`src/rtl/ti_adc_pkg.sv`:
```
// Shared mode encodings, frame counter width and the saturating offset-correction
// helper used by the time-interleaved ADC capture path.
package ti_adc_pkg;

  typedef enum logic [1:0] {
    MODE_INTERLEAVED = 2'd0,
    MODE_SINGLE      = 2'd1
  } mode_e;

  localparam int FRAME_COUNT_W = 16;
  localparam int CORR_W        = 34;

  // Wider than BITS+OS_BITS+1 so the subtraction is exact for any width up to 32.
  function automatic logic [31:0] sat_correct(
    input logic [31:0] data,
    input logic [31:0] offset,
    input int          bits,
    input int          os_bits
  );
    logic signed [CORR_W-1:0] os_ext;
    logic signed [CORR_W-1:0] diff;
    logic signed [CORR_W-1:0] max_val;
    os_ext  = $signed({2'b00, offset} << (CORR_W - os_bits)) >>> (CORR_W - os_bits);
    diff    = $signed({2'b00, data}) - os_ext;
    max_val = $signed((CORR_W'(1) << bits) - CORR_W'(1));
    if (diff[CORR_W-1]) begin
      return '0;
    end else if (diff > max_val) begin
      return 32'(max_val);
    end
    return 32'(diff);
  endfunction

endpackage

```
`src/rtl/ti_adc_frame_fifo.sv`:
```
// First-word fall-through frame FIFO; accepts a push while full when a pop
// happens in the same cycle and holds the last popped frame when empty.
module ti_adc_frame_fifo #(
  parameter int WIDTH = 72,
  parameter int DEPTH = 4
) (
  input  logic             clk,
  input  logic             rst_n,
  input  logic             push,
  input  logic [WIDTH-1:0] push_data,
  input  logic             pop,
  output logic [WIDTH-1:0] head_data,
  output logic             empty,
  output logic             push_ok
);
  localparam int AW = $clog2(DEPTH);
  localparam logic [AW:0] CNT_FULL = (AW + 1)'(DEPTH);

  logic [WIDTH-1:0] mem_q [DEPTH];
  logic [WIDTH-1:0] mem_d [DEPTH];
  logic [AW-1:0]    wr_q, wr_d;
  logic [AW-1:0]    rd_q, rd_d;
  logic [AW:0]      cnt_q, cnt_d;
  logic [WIDTH-1:0] last_q, last_d;
  logic             full;
  logic             pop_ok;

  always_comb begin
    empty   = (cnt_q == '0);
    full    = (cnt_q == CNT_FULL);
    push_ok = push && (!full || pop);
    pop_ok  = pop && !empty;

    mem_d = mem_q;
    if (push_ok) begin
      mem_d[wr_q] = push_data;
    end
    wr_d   = push_ok ? wr_q + 1'b1 : wr_q;
    rd_d   = pop_ok ? rd_q + 1'b1 : rd_q;
    last_d = pop_ok ? mem_q[rd_q] : last_q;

    unique case ({push_ok, pop_ok})
      2'b10:   cnt_d = cnt_q + 1'b1;
      2'b01:   cnt_d = cnt_q - 1'b1;
      default: cnt_d = cnt_q;
    endcase

    // Once drained the output keeps showing the frame that was last consumed.
    head_data = empty ? last_q : mem_q[rd_q];
  end

  always_ff @(posedge clk) begin
    if (!rst_n) begin
      for (int i = 0; i < DEPTH; i++) begin
        mem_q[i] <= '0;
      end
      wr_q   <= '0;
      rd_q   <= '0;
      cnt_q  <= '0;
      last_q <= '0;
    end else begin
      mem_q  <= mem_d;
      wr_q   <= wr_d;
      rd_q   <= rd_d;
      cnt_q  <= cnt_d;
      last_q <= last_d;
    end
  end

endmodule

```
`src/rtl/ti_adc_frame_assembler.sv`:
```
// Capture stage behind the interleaved SAR core: strobe sequencing, offset
// correction, frame packing and FIFO hand-off with status flags.
module ti_adc_frame_assembler
  import ti_adc_pkg::*;
#(
  parameter int WAYS    = 8,
  parameter int BITS    = 9,
  parameter int OS_BITS = 8,
  parameter int DEPTH   = 4
) (
  input  logic                     CLK,
  input  logic                     RSTN,
  input  logic                     EN,
  input  logic [1:0]               MODE,
  input  logic [$clog2(WAYS)-1:0]  SEL,
  input  logic [WAYS-1:0]          SLICE_VALID,
  input  logic [WAYS*BITS-1:0]     SLICE_DATA,
  input  logic [WAYS*OS_BITS-1:0]  OSCAL,
  input  logic                     CLR_ERR,
  output logic [WAYS*BITS-1:0]     FRAME_DATA,
  output logic                     FRAME_VALID,
  input  logic                     FRAME_READY,
  output logic                     CLKOUT_DES,
  output logic [FRAME_COUNT_W-1:0] FRAME_COUNT,
  output logic                     OVERFLOW,
  output logic                     SEQ_ERR
);
  localparam int PTR_W = $clog2(WAYS);
  localparam int FW    = WAYS * BITS;

  logic [PTR_W-1:0]         ptr_q, ptr_d;
  mode_e                    mode_prev_q, mode_prev_d;
  logic [PTR_W-1:0]         sel_prev_q, sel_prev_d;
  logic                     s1_valid_q, s1_valid_d;
  logic [PTR_W-1:0]         s1_lane_q, s1_lane_d;
  logic [BITS-1:0]          s1_data_q, s1_data_d;
  logic [FW-1:0]            lanes_q, lanes_d;
  logic                     done_q, done_d;
  logic                     clkout_q, clkout_d;
  logic [FRAME_COUNT_W-1:0] count_q, count_d;
  logic                     overflow_q, overflow_d;
  logic                     seq_err_q, seq_err_d;

  mode_e            mode_eff;
  logic             setting_chg;
  logic [PTR_W-1:0] base_ptr;
  logic [WAYS-1:0]  onehot_ptr;
  logic [WAYS-1:0]  slice0_only;
  logic             take;
  logic             seq_set;
  logic [PTR_W-1:0] take_slice;
  int               slice_idx;
  int               lane_idx;
  logic             fifo_empty;
  logic             push_ok;
  logic             pop;

  // A mode/slice change restarts the frame, and the current strobe is judged against lane 0.
  always_comb begin
    mode_eff    = (MODE == MODE_SINGLE) ? MODE_SINGLE : MODE_INTERLEAVED;
    setting_chg = (mode_eff != mode_prev_q) || (SEL != sel_prev_q);
    base_ptr    = setting_chg ? '0 : ptr_q;
    onehot_ptr  = '0;
    onehot_ptr[base_ptr] = 1'b1;
    slice0_only = {{(WAYS-1){1'b0}}, 1'b1};
    mode_prev_d = mode_eff;
    sel_prev_d  = SEL;

    take       = 1'b0;
    seq_set    = 1'b0;
    take_slice = base_ptr;
    s1_lane_d  = base_ptr;
    ptr_d      = base_ptr;

    if (!EN) begin
      ptr_d = '0;
    end else if (mode_eff == MODE_SINGLE) begin
      take_slice = SEL;
      if (SLICE_VALID[SEL]) begin
        take  = 1'b1;
        ptr_d = base_ptr + 1'b1;
      end
    end else if (SLICE_VALID == onehot_ptr) begin
      take  = 1'b1;
      ptr_d = base_ptr + 1'b1;
    end else if (SLICE_VALID != '0) begin
      seq_set = 1'b1;
      ptr_d   = '0;
      if (SLICE_VALID == slice0_only) begin
        take       = 1'b1;
        take_slice = '0;
        s1_lane_d  = '0;
        ptr_d      = PTR_W'(1);
      end
    end

    slice_idx  = int'(take_slice);
    s1_valid_d = take;
    s1_data_d  = BITS'(sat_correct(32'(SLICE_DATA[slice_idx*BITS +: BITS]),
                                   32'(OSCAL[slice_idx*OS_BITS +: OS_BITS]),
                                   BITS, OS_BITS));
  end

  // Registered sample lands in its lane; writing the last lane queues the frame for the FIFO.
  always_comb begin
    lane_idx = int'(s1_lane_q);
    lanes_d  = lanes_q;
    done_d   = 1'b0;
    if (s1_valid_q) begin
      lanes_d[lane_idx*BITS +: BITS] = s1_data_q;
      done_d = (s1_lane_q == PTR_W'(WAYS - 1));
    end

    pop        = !fifo_empty && FRAME_READY;
    clkout_d   = clkout_q ^ push_ok;
    count_d    = count_q + FRAME_COUNT_W'(push_ok);
    overflow_d = (done_q && !push_ok) ? 1'b1 : (CLR_ERR ? 1'b0 : overflow_q);
    seq_err_d  = seq_set ? 1'b1 : (CLR_ERR ? 1'b0 : seq_err_q);
  end

  always_ff @(posedge CLK) begin
    if (!RSTN) begin
      ptr_q       <= '0;
      mode_prev_q <= MODE_INTERLEAVED;
      sel_prev_q  <= '0;
      s1_valid_q  <= 1'b0;
      s1_lane_q   <= '0;
      s1_data_q   <= '0;
      lanes_q     <= '0;
      done_q      <= 1'b0;
      clkout_q    <= 1'b0;
      count_q     <= '0;
      overflow_q  <= 1'b0;
      seq_err_q   <= 1'b0;
    end else begin
      ptr_q       <= ptr_d;
      mode_prev_q <= mode_prev_d;
      sel_prev_q  <= sel_prev_d;
      s1_valid_q  <= s1_valid_d;
      s1_lane_q   <= s1_lane_d;
      s1_data_q   <= s1_data_d;
      lanes_q     <= lanes_d;
      done_q      <= done_d;
      clkout_q    <= clkout_d;
      count_q     <= count_d;
      overflow_q  <= overflow_d;
      seq_err_q   <= seq_err_d;
    end
  end

  ti_adc_frame_fifo #(
    .WIDTH (FW),
    .DEPTH (DEPTH)
  ) u_fifo (
    .clk       (CLK),
    .rst_n     (RSTN),
    .push      (done_q),
    .push_data (lanes_q),
    .pop       (pop),
    .head_data (FRAME_DATA),
    .empty     (fifo_empty),
    .push_ok   (push_ok)
  );

  assign FRAME_VALID = !fifo_empty;
  assign CLKOUT_DES  = clkout_q;
  assign FRAME_COUNT = count_q;
  assign OVERFLOW    = overflow_q;
  assign SEQ_ERR     = seq_err_q;

endmodule
```
`config.mk`:
```
export PLATFORM = sky130hd
export DESIGN_NAME = ti_adc_frame_assembler
export DESIGN_NICKNAME = d
export VERILOG_FILES = /design/src/rtl/ti_adc_pkg.sv /design/src/rtl/ti_adc_frame_fifo.sv /design/src/rtl/ti_adc_frame_assembler.sv
export SDC_FILE = /design/constraint.sdc
export NUM_CORES = 1
export LEC_CHECK = 0
export CORE_ASPECT_RATIO = 0.75
export CORE_MARGIN = 5
export CORE_UTILIZATION = 45
export DETAILED_ROUTE_END_ITERATION = 8
export GPL_ROUTABILITY_DRIVEN = 0
export PLACE_DENSITY_LB_ADDON = 0.25
export RECOVER_POWER = 50
export SLEW_MARGIN = 15
export SYNTH_ARGS = -nofsm -noshare
export SYNTH_HDL_FRONTEND = slang
export SYNTH_SLANG_ARGS = --single-unit
```
`constraint.sdc`:
```
create_clock -name CLK -period 6.4 [get_ports CLK]
set_clock_uncertainty 0.1 [all_clocks]
set_input_delay 0.64 -clock CLK [delete_from_list [all_inputs] [get_ports CLK]]
set_output_delay 0.64 -clock CLK [all_outputs]
set_load 0.005 [all_outputs]
```
Word-level counts from Yosys, hierarchy flattened
Index checks and enable logic that the tools add are counted.

storage, ports and cells
  logic and storage cells = 116
  register bits = 480
  bits of input ports = 154
  output and inout port bits = 92

operators by class
  $add $sub $neg = 8
  multiply operators = 2
  reductions and logical operators = 18
  shifts and indexed selects = 4
  equal/unequal tests = 10
  bitwise gates (word level) = 3
  magnitude comparators = 7
  mux-type cells = 44

operators with widths
  cell                                                                           number
  288-bit bitwise mux                                                            1
  72-bit 2-to-1 mux                                                              4
  72-bit binary-select mux with 2-bit select                                     1
  72-bit demux with 2-bit select                                                 1
  72-bit bitwise mux                                                             1
  9-bit by 33-bit variable shift with 72-bit output (first input constant)       1
  72-bit by 8-bit variable part select with 9-bit output                         1
  9-bit by 33-bit variable part select with 72-bit output                        1
  64-bit by 7-bit variable part select with 8-bit output                         1
  3-bit 2-to-1 mux                                                               12
  7-bit negator with 33-bit output                                               1
  9-bit 2-to-1 mux                                                               3
  1-bit 2-to-1 mux                                                               18
  16-bit by 1-bit adder with 16-bit output                                       1
  3-bit by 4-bit multiplier with 7-bit output (second input constant)            2
  11-bit by 10-bit > comparator with 1-bit output (second input constant)        1
  10-bit by 8-bit subtractor with 11-bit output                                  1
  8-bit by 1-bit equality test with 1-bit output (second input constant)         1
  8-bit equality test                                                            1
  3-bit by 4-bit less-than comparator with 1-bit output (second input constant)  2
  8-bit nonzero test                                                             1
  3-bit by 1-bit adder with 3-bit output (second input constant)                 2
  3-bit equality test (second input constant)                                    2
  3-bit greater-or-equal comparator (second input constant)                      2
  other kinds (20)                                                               34

Depth between registers and ports, before layout
Gate-level depths: netlist (run 1).

  depth in word-level cells = 20
  mapped depth = 24
  mapped depth without buffers = 20

By module
A second synthesis (run 1) with hierarchy kept.

second synthesis, totals
  cells, all modules = 2269
  area total of the unflattened synthesis = 22253.8 µm²

modules (own cells, without submodules)
  module                  cells an instance  instances  sequential area each (µm²)  area an instance (µm²)
  ti_adc_frame_fifo       1540               1          7347.0                      15966.6
  ti_adc_frame_assembler  729                1          2242.2                      6287.3

Least setup slack after synthesis (run 1)
OpenSTA, ideal clock, no wires.

  kind = input-to-reg
  from = in SEL[0]
  to = reg s1_data_q[2]
  stages = 23
  setup slack = 0.864 ns
  data arrival time = 5.288 ns
  library setup time = 0.147 ns
  required time = 6.153 ns
  path buffers = 4
  cells stage by stage = clkbuf_1 xor2_1 nor3_2 a31oi_1 nor4_1 a21oi_1 o31a_1 buf_2 buf_2 clkbuf_1 a311oi_1 a31oi_1 ha_1 fa_1 nor2b_1 o21ai_0 a21boi_0 o31ai_1 a21oi_1 nand2_1 nor4b_1 mux2i_1 o41ai_1

on the way
  longest elaborated chain between the ends = 18
  elaborated cells between the ends (all ways) = 23
  classes of those cells = 1 x add/sub; 1 x mul; 3 x order compare; 2 x eq/ne; 2 x shift; 12 x mux; 2 x reduce/logical

RTL lines
  element                                                                                                                                                      line                           text
  start, declared                                                                                                                                              ti_adc_frame_assembler.sv:15   input logic [$clog2(WAYS)-1:0] SEL,
  3-bit != test                                                                                                                                                ti_adc_frame_assembler.sv:61   setting_chg = (mode_eff != mode_prev_q) || (SEL != sel_prev_q);
  1-bit logical OR                                                                                                                                             ti_adc_frame_assembler.sv:61
  3-bit 2-to-1 mux                                                                                                                                             ti_adc_frame_assembler.sv:62   base_ptr = setting_chg ? '0 : ptr_q;
  3-bit by 4-bit less-than comparator with 1-bit output (not written as such) or 3-bit by 1-bit greater-or-equal comparator with 1-bit output (tied branches)  ti_adc_frame_assembler.sv:64   onehot_ptr[base_ptr] = 1'b1;
  1-bit logical AND (not written as such)                                                                                                                      ti_adc_frame_assembler.sv:64
  1-bit 2-to-1 mux (not written as such)                                                                                                                       ti_adc_frame_assembler.sv:64
  1-bit demux with 3-bit select                                                                                                                                ti_adc_frame_assembler.sv:64
  8-bit equality test                                                                                                                                          ti_adc_frame_assembler.sv:83   end else if (SLICE_VALID == onehot_ptr) begin
  [... 2 more ...]                                                                                                                                             --
  3-bit 2-to-1 mux *                                                                                                                                           ti_adc_frame_assembler.sv:75   if (!EN) begin
  3-bit by 4-bit multiplier with 7-bit output                                                                                                                  ti_adc_frame_assembler.sv:99   s1_data_d = BITS'(sat_correct(32'(SLICE_DATA[slice_idx*BITS +: BITS]),
  72-bit by 8-bit variable part select with 9-bit output                                                                                                       ti_adc_frame_assembler.sv:99
  10-bit by 8-bit subtractor with 11-bit output *                                                                                                              ti_adc_pkg.sv:24               diff = $signed({2'b00, data}) - os_ext;
  11-bit by 10-bit > comparator with 1-bit output                                                                                                              ti_adc_pkg.sv:28               end else if (diff > max_val) begin
  1-bit 2-to-1 mux                                                                                                                                             ti_adc_pkg.sv:28
  1-bit 2-to-1 mux                                                                                                                                             ti_adc_pkg.sv:26               if (diff[CORR_W-1]) begin
  9-bit 2-to-1 mux *                                                                                                                                           ti_adc_pkg.sv:31               return 32'(diff);
  end signal, assigned                                                                                                                                         ti_adc_frame_assembler.sv:141  s1_data_q <= s1_data_d;
  end, declared                                                                                                                                                ti_adc_frame_assembler.sv:36   logic [BITS-1:0] s1_data_q, s1_data_d;

Mark *: on every way between the ends. The rest lies on a longest branch, timed or not.
A chain may end at the register's enable or synchronous reset.

Final worst setup path (run 1)
  from = in MODE[1]
  to = reg s1_data_q[7]

on the way
  longest elaborated chain between the ends = 20
  elaborated cells between the ends (all ways) = 26
  classes of those cells = 1 x add/sub; 1 x mul; 3 x order compare; 4 x eq/ne; 2 x shift; 13 x mux; 2 x reduce/logical

RTL lines
  element                                                                                                                                                      line                          text
  start, declared                                                                                                                                              ti_adc_frame_assembler.sv:14  input logic [1:0] MODE,
  2-bit by 1-bit equality test with 1-bit output *                                                                                                             ti_adc_frame_assembler.sv:60  mode_eff = (MODE == MODE_SINGLE) ? MODE_SINGLE : MODE_INTERLEAVED;
  1-bit 2-to-1 mux *                                                                                                                                           ti_adc_frame_assembler.sv:60
  1-bit by 2-bit != test with 1-bit output                                                                                                                     ti_adc_frame_assembler.sv:61
  1-bit logical OR                                                                                                                                             ti_adc_frame_assembler.sv:61
  3-bit 2-to-1 mux                                                                                                                                             ti_adc_frame_assembler.sv:62
  3-bit by 4-bit less-than comparator with 1-bit output (not written as such) or 3-bit by 1-bit greater-or-equal comparator with 1-bit output (tied branches)  ti_adc_frame_assembler.sv:64
  1-bit logical AND (not written as such)                                                                                                                      ti_adc_frame_assembler.sv:64
  1-bit 2-to-1 mux (not written as such)                                                                                                                       ti_adc_frame_assembler.sv:64
  [... 4 more ...]                                                                                                                                             --
  3-bit 2-to-1 mux *                                                                                                                                           ti_adc_frame_assembler.sv:75
  3-bit by 4-bit multiplier with 7-bit output                                                                                                                  ti_adc_frame_assembler.sv:99
  72-bit by 8-bit variable part select with 9-bit output                                                                                                       ti_adc_frame_assembler.sv:99
  10-bit by 8-bit subtractor with 11-bit output *                                                                                                              ti_adc_pkg.sv:24
  11-bit by 10-bit > comparator with 1-bit output                                                                                                              ti_adc_pkg.sv:28
  1-bit 2-to-1 mux                                                                                                                                             ti_adc_pkg.sv:28
  1-bit 2-to-1 mux                                                                                                                                             ti_adc_pkg.sv:26
  9-bit 2-to-1 mux *                                                                                                                                           ti_adc_pkg.sv:31

Marked as above.

==> results of run 1 <==
-- cells by family (layout without fill, tap and decap cells) --
logic type                 Yosys count  in the layout
adders and majority gates           23             23
muxes                              221            221
and+or+nand+nor                   1042           1042
DFF                                479            479
AOI/OAI and AO/OA                  479            479
xor gates and xnor gates            27             27
buffers and inverters              210            385
-- worst register-to-register path, delay by kind of cell (launching register included) --
| kind | cells | cell delay, ns |
|---|---|---|
| compound gates | 9 | 1.91 |
| simple gates | 6 | 1.54 |
| mux | 2 | 0.44 |
| fa+ha+maj | 1 | 0.44 |
| flops | 1 | 0.31 |
| buf+inv | 2 | 0.29 |
| xor+xnor | 1 | 0.17 |
-- state kept, by name, summed over array words and instances, names as in the netlist --
register       count
CLKOUT_DES         1
FRAME_COUNT       16
OVERFLOW           1
SEQ_ERR            1
done_q             1
lanes_q           72
mode_prev_q        1
ptr_q              3
s1_data_q          9
s1_lane_q          3
s1_valid_q         1
sel_prev_q         3
u_fifo.cnt_q       3
u_fifo.last_q     72
u_fifo.mem_q     288
u_fifo.rd_q        2
u_fifo.wr_q        2
-- report_power, final --
part / switching [W] / internal [W]
clock: 0.00117 / 0.00159
sequential: 0.0000805 / 0.00300
combinational: 0.000153 / 0.000164
-- through the flow --
stage	setup TNS, ns	util, %	hold slack [ns]	power, W	setup WS [ns]
after floorplan	0	-	0.333	0.00326	0.864
after global placement	0	51.8	0.338	0.00345	0.229
after detailed placement	-0.0749	51.8	0.344	0.00345	-0.0293
after CTS	0	55.2	0.353	0.00620	0.534
after global routing	0	55.1	0.364	0.00637	0.121
final	0	55.1	0.352	0.00615	0.655
-- worst max path at each step --
stage	startpoint	to	slack (ns)	cells after the start
2_1_floorplan	SEL[0]	s1_data_q[2]	0.86	23
3_3_place_gp	SLICE_VALID[2]	s1_data_q[4]	0.23	18
3_5_place_dp	MODE[1]	s1_data_q[2]	-0.03	21
4_1_cts	MODE[1]	s1_data_q[2]	0.53	21
5_1_grt	MODE[1]	s1_data_q[4]	0.12	20
6_report	MODE[1]	s1_data_q[7]	0.66	22
-- per-layer routing --
layer  share of wire [%]  GRT usage, %
met5                   0             0
met4                 2.1          5.67
met3                 7.0          3.45
met2                  48          38.8
met1                  43          31.3
-- cell type report --
| cell class | count | area, sq um | area share, % |
|---|---|---|---|
| clock buffers | 75 | 1440 | 5.65 |
| clock inverters | 12 | 108 | 0.422 |
| inverters | 23 | 90.1 | 0.353 |
| multi-input cells | 1792 | 10800 | 42.4 |
| flip-flops and latches | 479 | 9600 | 37.6 |
| well taps | 630 | 788 | 3.09 |
| repair buffers | 275 | 2670 | 10.5 |
-- Yosys cell counts, types with 3 or more instances --
| master | count |
|---|---|
| mux2i_1 | 45 |
| mux2_2 | 81 |
| xor2_1 | 17 |
| and2_1 | 17 |
| nand4_1 | 3 |
| nor3_1 | 3 |
| clkbuf_1 | 165 |
| buf_2 | 5 |
| a21oi_1 | 413 |
| nor2_1 | 82 |
| o41ai_1 | 5 |
| xnor2_1 | 9 |
| a311oi_1 | 3 |
| nor2b_1 | 5 |
| o21a_1 | 3 |
| nand2_1 | 841 |
| inv_1 | 22 |
| dfxtp_1 | 479 |
| nand3b_1 | 4 |
| or3_1 | 5 |
| a31oi_1 | 6 |
| o31ai_1 | 8 |
| mux4_2 | 92 |
| nand2b_1 | 3 |
| and3_1 | 4 |
| a211oi_1 | 6 |
| buf_1 | 17 |
| nand3_1 | 60 |
| ha_1 | 21 |
| o21ai_0 | 18 |
-- repair_timing --
action	in CTS	in global routing
buffers inserted	0	1
setup endpoints to repair	0	9
gates resized for setup	0	1
==> run metrics, run 1 <==
Final #Nets=2795; antenna-violating nets left=0; CTS buffer count=47; CP endpoint kind=register; Setup crit start kind=input pin; CTS Buffer Depth=3; Area contributors post-synth=dfxtp_1, nand2_1, mux4_2; DRT Wirelength=60800 um; initial antenna violation count=0; Top Ports=246; largest net degree at the start of global routing=185; worst r2r src=sel_prev_q[0]; crit-path max FO=31; status=finished with violations; HP Class=reg2reg; Final period util=89.8%; core box area=0.0463 sq mm; Core Rows=68; filler instances=4124; Die Ht=198 um; Netlist cell types=62; Slew Limit Fails=185; Async SR Flop Fraction=0%; cells on worst reg2reg path=21; hold path start=u_fifo.last_q[69]; drt wl/cell=18.5 um; Placed Instances=3198; top cell type's share of synthesized area=45.3%; commonest non-fill, non-tap cell in the layout=nand2_1; Synth area leader=dfxtp_1; commonest cells after routing, fill and taps aside=nand2_1, dfxtp_1, a21oi_1; Final Hold Fails=0; H-tree levels=2; Arrival @ worst endpoint=5.97 ns; Seq cells post-synth=479; first-pass GRT wire length=96800 um; register area share after synthesis=45.3%; failing checks=max-capacitance violations, max-slew violations; Crit Path Class=in2reg; later-pin clock latency in the skew report=0.57 ns; Worst VDD drop=186 uV; share of cells above drive strength 1=11.4%; delay-heaviest family, CP=compound AO/OA/AOI/OAI gates; Final setup viols=0; Synth Area in Adders=1.43%; CTS tree=yes; Period minus WS final=5.74 ns; leakage=8.56 nW; DPL Wire Length=37800 um; cell count after synthesis=2481; clk sinks=479; post-synthesis mux area share=16.6%; Post-Synth XOR/XNOR Area=1.15%; Initial DRT Pass Iterations=6; Relative slew margins=-107%; GRT overflow=0; area delta synth->final=20.6%; Via Count=18.2k; WP data required=6.63 ns; EDFF count, synth=0; IO buf count=245; Root Buffer Master=clkbuf_16; hold depth=2; worst-case hold path end point=u_fifo.last_q[69]; die footprint=0.0515 sq mm; slowest CP cell=o31a_2; final std cells w/o fill=3286; largest family of logic cells by synthesized area=simple AND/OR/NAND/NOR gates; all-layer global routing usage=23.0%; ys flop type=dfxtp_1; Die X=260 um; worst-path cell chain=clkdlybuf4s50_1 > and2b_1 > xnor2_1 > a31oi_1 > nor4_1 > a21oi_1 > o31a_2 > nand3_1 > o21ai_0 > mux2i_1 > inv_1 > fa_1 > nor2b_1 > o21ai_0 > a21boi_0 > o31ai_1 > a21oi_1 > nand2_1 > nor4b_1 > mux2i_2 > buf_4 > o31ai_1; initial drt markers=1545; Avg Inst Size Synth=8.53 sq um; Clk pin slew, worst setup/hold paths=0.06 ns; Syn Std Cell Area=0.0212 sq mm; Placed Area=0.0240 sq mm; post-route cell area=0.0255 sq mm; Vias/cell=5.54; R2R setup slack=0.97 ns; Simple-Gate Fraction of Synth Area=19.8%; max-cap violation count=1; pwr dens=241 mW/mm^2; syn_nets=2658; Initial Util=45.7%; CTS Hold Bufs=0; Largest stage delay, worst path=0.51 ns; ANT cells=0; Crit Reg-Reg Endpoint=s1_data_q[7]; RSZ-0062 raised after global routing=false; yosys warns=0; WP buf/inv=3; vias in the first global route=18.0k; DRC=0; fmax=174 MHz; complex-gate fraction of the synthesized area=12.0%; Slew @ Worst Pin=3.10 ns
No activity file was read; power rests on OpenSTA's default activity.
==> inputs of run 2 (changes only) <==
--- a/config.mk
+++ b/config.mk
@@ -6,7 +6,7 @@
 export NUM_CORES = 1
 export LEC_CHECK = 0
 export CORE_ASPECT_RATIO = 0.75
-export CORE_MARGIN = 5
+export CORE_MARGIN = 1
 export CORE_UTILIZATION = 45
 export DETAILED_ROUTE_END_ITERATION = 8
 export GPL_ROUTABILITY_DRIVEN = 0
==> run metrics, run 2 (synthesized netlist as in run 1, its figures left out) <==
max-cap violation count=7; Largest stage delay, worst path=0.54 ns; cts repair resizes=0; Biggest register=u_fifo.mem_q; die footprint=0.0479 sq mm; Initial Util=45.8%; ANT cells=0; DPL Wire Length=35500 um; fmax=171 MHz; Top Ports=246; Final #Nets=2785; first-pass GRT wire length=94800 um; drt wl/cell=18.2 um; Die X=252 um; post-route setup slack=0.559 ns; core box area=0.0462 sq mm; WP buf/inv=1; later-pin clock latency in the skew report=0.55 ns; Core Rows=68; delay-heaviest family, CP=compound AO/OA/AOI/OAI gates; Clk pin slew, worst setup/hold paths=0.07 ns; pre-CTS setup slack=-0.0796 ns; Period minus WS final=5.84 ns; slowest CP cell=o31a_2; DRT Wirelength=59500 um; Via Count=18.1k; clk sinks=479; Setup crit start kind=input pin; RSZ-0062 raised after global routing=false; DRC=0; GRT overflow=0; CTS buffer count=46; post-route cell area=0.0253 sq mm; Crit Path Class=in2reg; antenna-violating nets left=0; Placed Area=0.0239 sq mm; HP Class=reg2reg; Setup Total Neg Slack=0 ns; initial antenna violation count=0; commonest cells after routing, fill and taps aside=nand2_1, dfxtp_1, a21oi_1; worst-path cell chain=clkdlybuf4s50_1 > and2b_1 > xnor2_1 > a31oi_1 > nor4_1 > a21oi_1 > o31a_2 > a311oi_1 > a31oi_1 > ha_1 > fa_1 > nor2b_1 > o21ai_0 > a21boi_0 > o31ai_1 > a21oi_1 > nand2_1 > nor4b_1 > mux2i_2 > o31ai_1; CTS Hold Bufs=0; IO buf count=245; Final period util=91.3%; leakage=8.43 nW; Placed Instances=3190; fin util=54.7%; CTS Buffer Depth=3; Arrival @ worst endpoint=6.12 ns; Worst VDD drop=184 uV; Slew Limit Fails=571; area delta synth->final=19.5%; top flop regs=u_fifo.mem_q x288, lanes_q x72, u_fifo.last_q x72; all-layer global routing usage=24.5%; final std cells w/o fill=3264; CP endpoint kind=register; Final Hold Fails=0; filler instances=4161; max reg flops=288; CTS tree=yes; failing checks=max-capacitance violations, max-slew violations; vias in the first global route=17.6k; Die Ht=190 um; WP data required=6.68 ns; initial drt markers=1417; Root Buffer Master=clkbuf_16; Post-CTS Setup Inserts=0; Final setup viols=0; crit-path max FO=36; Vias/cell=5.53; share of cells above drive strength 1=10.4%; largest net degree at the start of global routing=193; H-tree levels=2; pwr dens=237 mW/mm^2; Relative slew margins=-130%; status=finished with violations; Initial DRT Pass Iterations=7; Slew @ Worst Pin=3.45 ns; commonest non-fill, non-tap cell in the layout=nand2_1
==> run 2: cell count changes in the layout (fill, tap and decap cells not counted), moves of 2 or more <==
cell       before  now
clkbuf_16      48   46
buf_4          26   16
clkinv_2        7    4
clkbuf_1       14   17
clkbuf_8       14    7
nand2_1       836  840
clkinv_4        2    0
nand2_2         6    2
==> run 2: through the flow <==
step | total power, W | hold slack, ns
6_report | 0.00599 | 0.350
5_1_grt | 0.00619 | 0.366
4_1_cts | 0.00603 | 0.353
3_5_place_dp | 0.00345 | 0.344
3_3_place_gp | 0.00345 | 0.338
2_1_floorplan | 0.00326 | 0.333
==> run 2: layout make-up <==
type                       count  area [sq um]  area share (%)
clock buffer                  66          1300            5.12
clock inverter                 8           104           0.411
multi-input combinational   1792         10800            42.8
tap                          630           788            3.12
timing repair buffer         266          2590            10.2
inverter                      23          93.8           0.371
sequential                   479          9600            37.9
==> run 2: where the power goes <==
group	internal [W]	switching, W	total [W]	leakage (nW)
sequential	0.00300	0.0000807	0.00308	3.86
combinational	0.000163	0.000153	0.000316	3.88
clock	0.00148	0.00113	0.00260	0.683
==> run 2: worst min-delay path, delay by kind of cell, from the launching register on <==
family / cells / cell delay, ns
compound gates: 1 / 0.05
simple gates: 1 / 0.05
flops: 1 / 0.30
==> run 2: per-layer routing <==
layer	vias to the layer above	share of wire, %	track usage, %
met3	101	6.3	3.35
met5	-	0	0
met2	575	48	41.7
li1	8645	-	-
met4	0	2.1	6.81
met1	8742	43	32.7
==> run 2: path summary, 6_finish.rpt <==
kind	from	end	slack (ns)	cells after the start
worst max-delay path	MODE[1]	s1_data_q[7]	0.56	20
worst min-delay path	u_fifo.mem_q[114]	u_fifo.mem_q[114]	0.35	2
worst max register to register	ptr_q[2]	s1_data_q[7]	0.80	19
worst min register to register	u_fifo.mem_q[114]	u_fifo.mem_q[114]	0.35	2
==> inputs of run 3 (changes only) <==
--- a/config.mk
+++ b/config.mk
@@ -12,6 +12,7 @@
 export GPL_ROUTABILITY_DRIVEN = 0
 export PLACE_DENSITY_LB_ADDON = 0.25
 export RECOVER_POWER = 50
+export SETUP_SLACK_MARGIN = 0.5
 export SLEW_MARGIN = 15
 export SYNTH_ARGS = -nofsm -noshare
 export SYNTH_HDL_FRONTEND = slang
==> run metrics, run 3 (synthesized netlist as in run 1, its figures left out) <==
status=finished with violations; failing checks=max-capacitance violations, max-slew violations; max-cap violation count=2; core box area=0.0462 sq mm; Root Buffer Master=clkbuf_16; hold depth=2; Setup crit start kind=input pin; Final setup viols=0; DPL Wire Length=35500 um; filler instances=4143; Crit Path Class=in2reg; GRT overflow=0; Die X=252 um; top flop regs=u_fifo.mem_q x288, lanes_q x72, u_fifo.last_q x72; Period minus WS final=5.70 ns; Worst VDD drop=184 uV; clk sinks=479; RSZ-0062 raised after global routing=false; CTS buffer count=46; share of cells above drive strength 1=10.9%; Vias/cell=5.53; Top Ports=246; fmax=176 MHz; first-pass GRT wire length=95300 um; H-tree levels=2; antenna-violating nets left=0; Initial DRT Pass Iterations=6; commonest non-fill, non-tap cell in the layout=nand2_1; Arrival @ worst endpoint=5.91 ns; Biggest register=u_fifo.mem_q; leakage=8.54 nW; Final Hold Fails=0; Slew Limit Fails=367; Via Count=18.1k; Min Hold Slack=0.351 ns; drt wl/cell=18.3 um; Core Rows=68; Initial Util=45.8%; CTS tree=yes; all-layer global routing usage=24.7%; pwr dens=236 mW/mm^2; die footprint=0.0479 sq mm; cells on worst reg2reg path=18; ANT cells=0; initial antenna violation count=0; pre-CTS setup slack=-0.0796 ns; area delta synth->final=20.1%; vias in the first global route=17.6k; Clk pin slew, worst setup/hold paths=0.07 ns; largest net degree at the start of global routing=193; post-route setup slack=0.703 ns; DRC=0; Final #Nets=2790; crit-path max FO=36; Slew @ Worst Pin=3.15 ns; DRT Wirelength=59900 um; max reg flops=288; R2R setup slack=0.98 ns; Die Ht=190 um; HP Class=reg2reg; CTS Buffer Depth=3; Relative slew margins=-110%; fin util=55.0%; Final period util=89.0%; initial drt markers=1459; CTS Hold Bufs=0; WP data required=6.61 ns; CP endpoint kind=register; IO buf count=245; commonest cells after routing, fill and taps aside=nand2_1, dfxtp_1, a21oi_1; later-pin clock latency in the skew report=0.55 ns
## run 3: cell count changes in the layout (fill, tap and decap cells not counted), sizes merged
cell	before	now
clkinvlp	1	2
inv	23	22
clkbuf	71	69
a2bb2oi	1	2
buf	16	22
clkdlybuf4s50	224	222
dlygate4sd3	21	23
## run 3: worst paths after layout
kind,start,end
worst max-delay path,SEL[1],s1_data_q[7]
worst min-delay path,u_fifo.mem_q[114],u_fifo.mem_q[114]
worst max register to register,ptr_q[2],s1_data_q[7]
worst min register to register,u_fifo.mem_q[114],u_fifo.mem_q[114]
## run 3: routing by layer
metal	vias up	GRT usage (%)	wire, um
li1	8660	-	-
met1	8755	33.0	26200
met2	552	41.7	28700
met3	98	3.61	3680
met4	0	6.88	1330
met5	-	0	0
## run 3: final cells by class
| type | instances | area (sq um) | area share [%] |
|---|---|---|---|
| Multi-Input combinational cell | 1793 | 10900 | 42.9 |
| Sequential cell | 479 | 9600 | 37.7 |
| Timing Repair Buffer | 270 | 2650 | 10.4 |
| Clock buffer | 66 | 1300 | 5.10 |
| Tap cell | 630 | 788 | 3.10 |
| Clock inverter | 8 | 104 | 0.408 |
| Inverter | 23 | 90.1 | 0.354 |
## run 3: repair_timing
action,4_1_cts,5_1_grt
setup endpoints to repair,9,9
gates cloned,1,0
hold endpoints to repair,0,0
setup buffers,0,4
pin swaps,0,1
resized for setup,2,7
## run 3: worst max-delay path, cell delays in order
cell and delay, ns:
dlygate4sd3_1 0.65, xor2_1 0.21, nor3_4 0.28, a31oi_1 0.17, nor4_1 0.47, a21oi_1 0.15
o31a_4 0.44, a311oi_1 0.33, a31oi_1 0.10, ha_1 0.27, fa_1 0.39, nor2b_1 0.16
o21ai_0 0.12, a21boi_0 0.33, o31ai_1 0.15, a21oi_1 0.29, a21oi_1 0.16, xnor2_2 0.41
o31ai_1 0.14
## run 3: stage by stage
step / area (sq um) / cells / total power [W] / TNS [ns]
after global routing: 25400 / 3269 / 0.00620 / 0
after CTS: 25400 / 3265 / 0.00603 / 0
after global placement: 23900 / 3190 / 0.00345 / 0
after floorplan: 21200 / 2481 / 0.00326 / 0
after detailed placement: 23900 / 3190 / 0.00345 / -0.604
final: 25400 / 3269 / 0.00600 / 0
## run 3: power by group
group | switching [W] | internal [W] | total (W)
logic | 0.000156 | 0.000166 | 0.000323
clock network | 0.00112 | 0.00148 | 0.00260
registers | 0.0000801 | 0.00300 | 0.00308
total | 0.00136 | 0.00464 | 0.00600
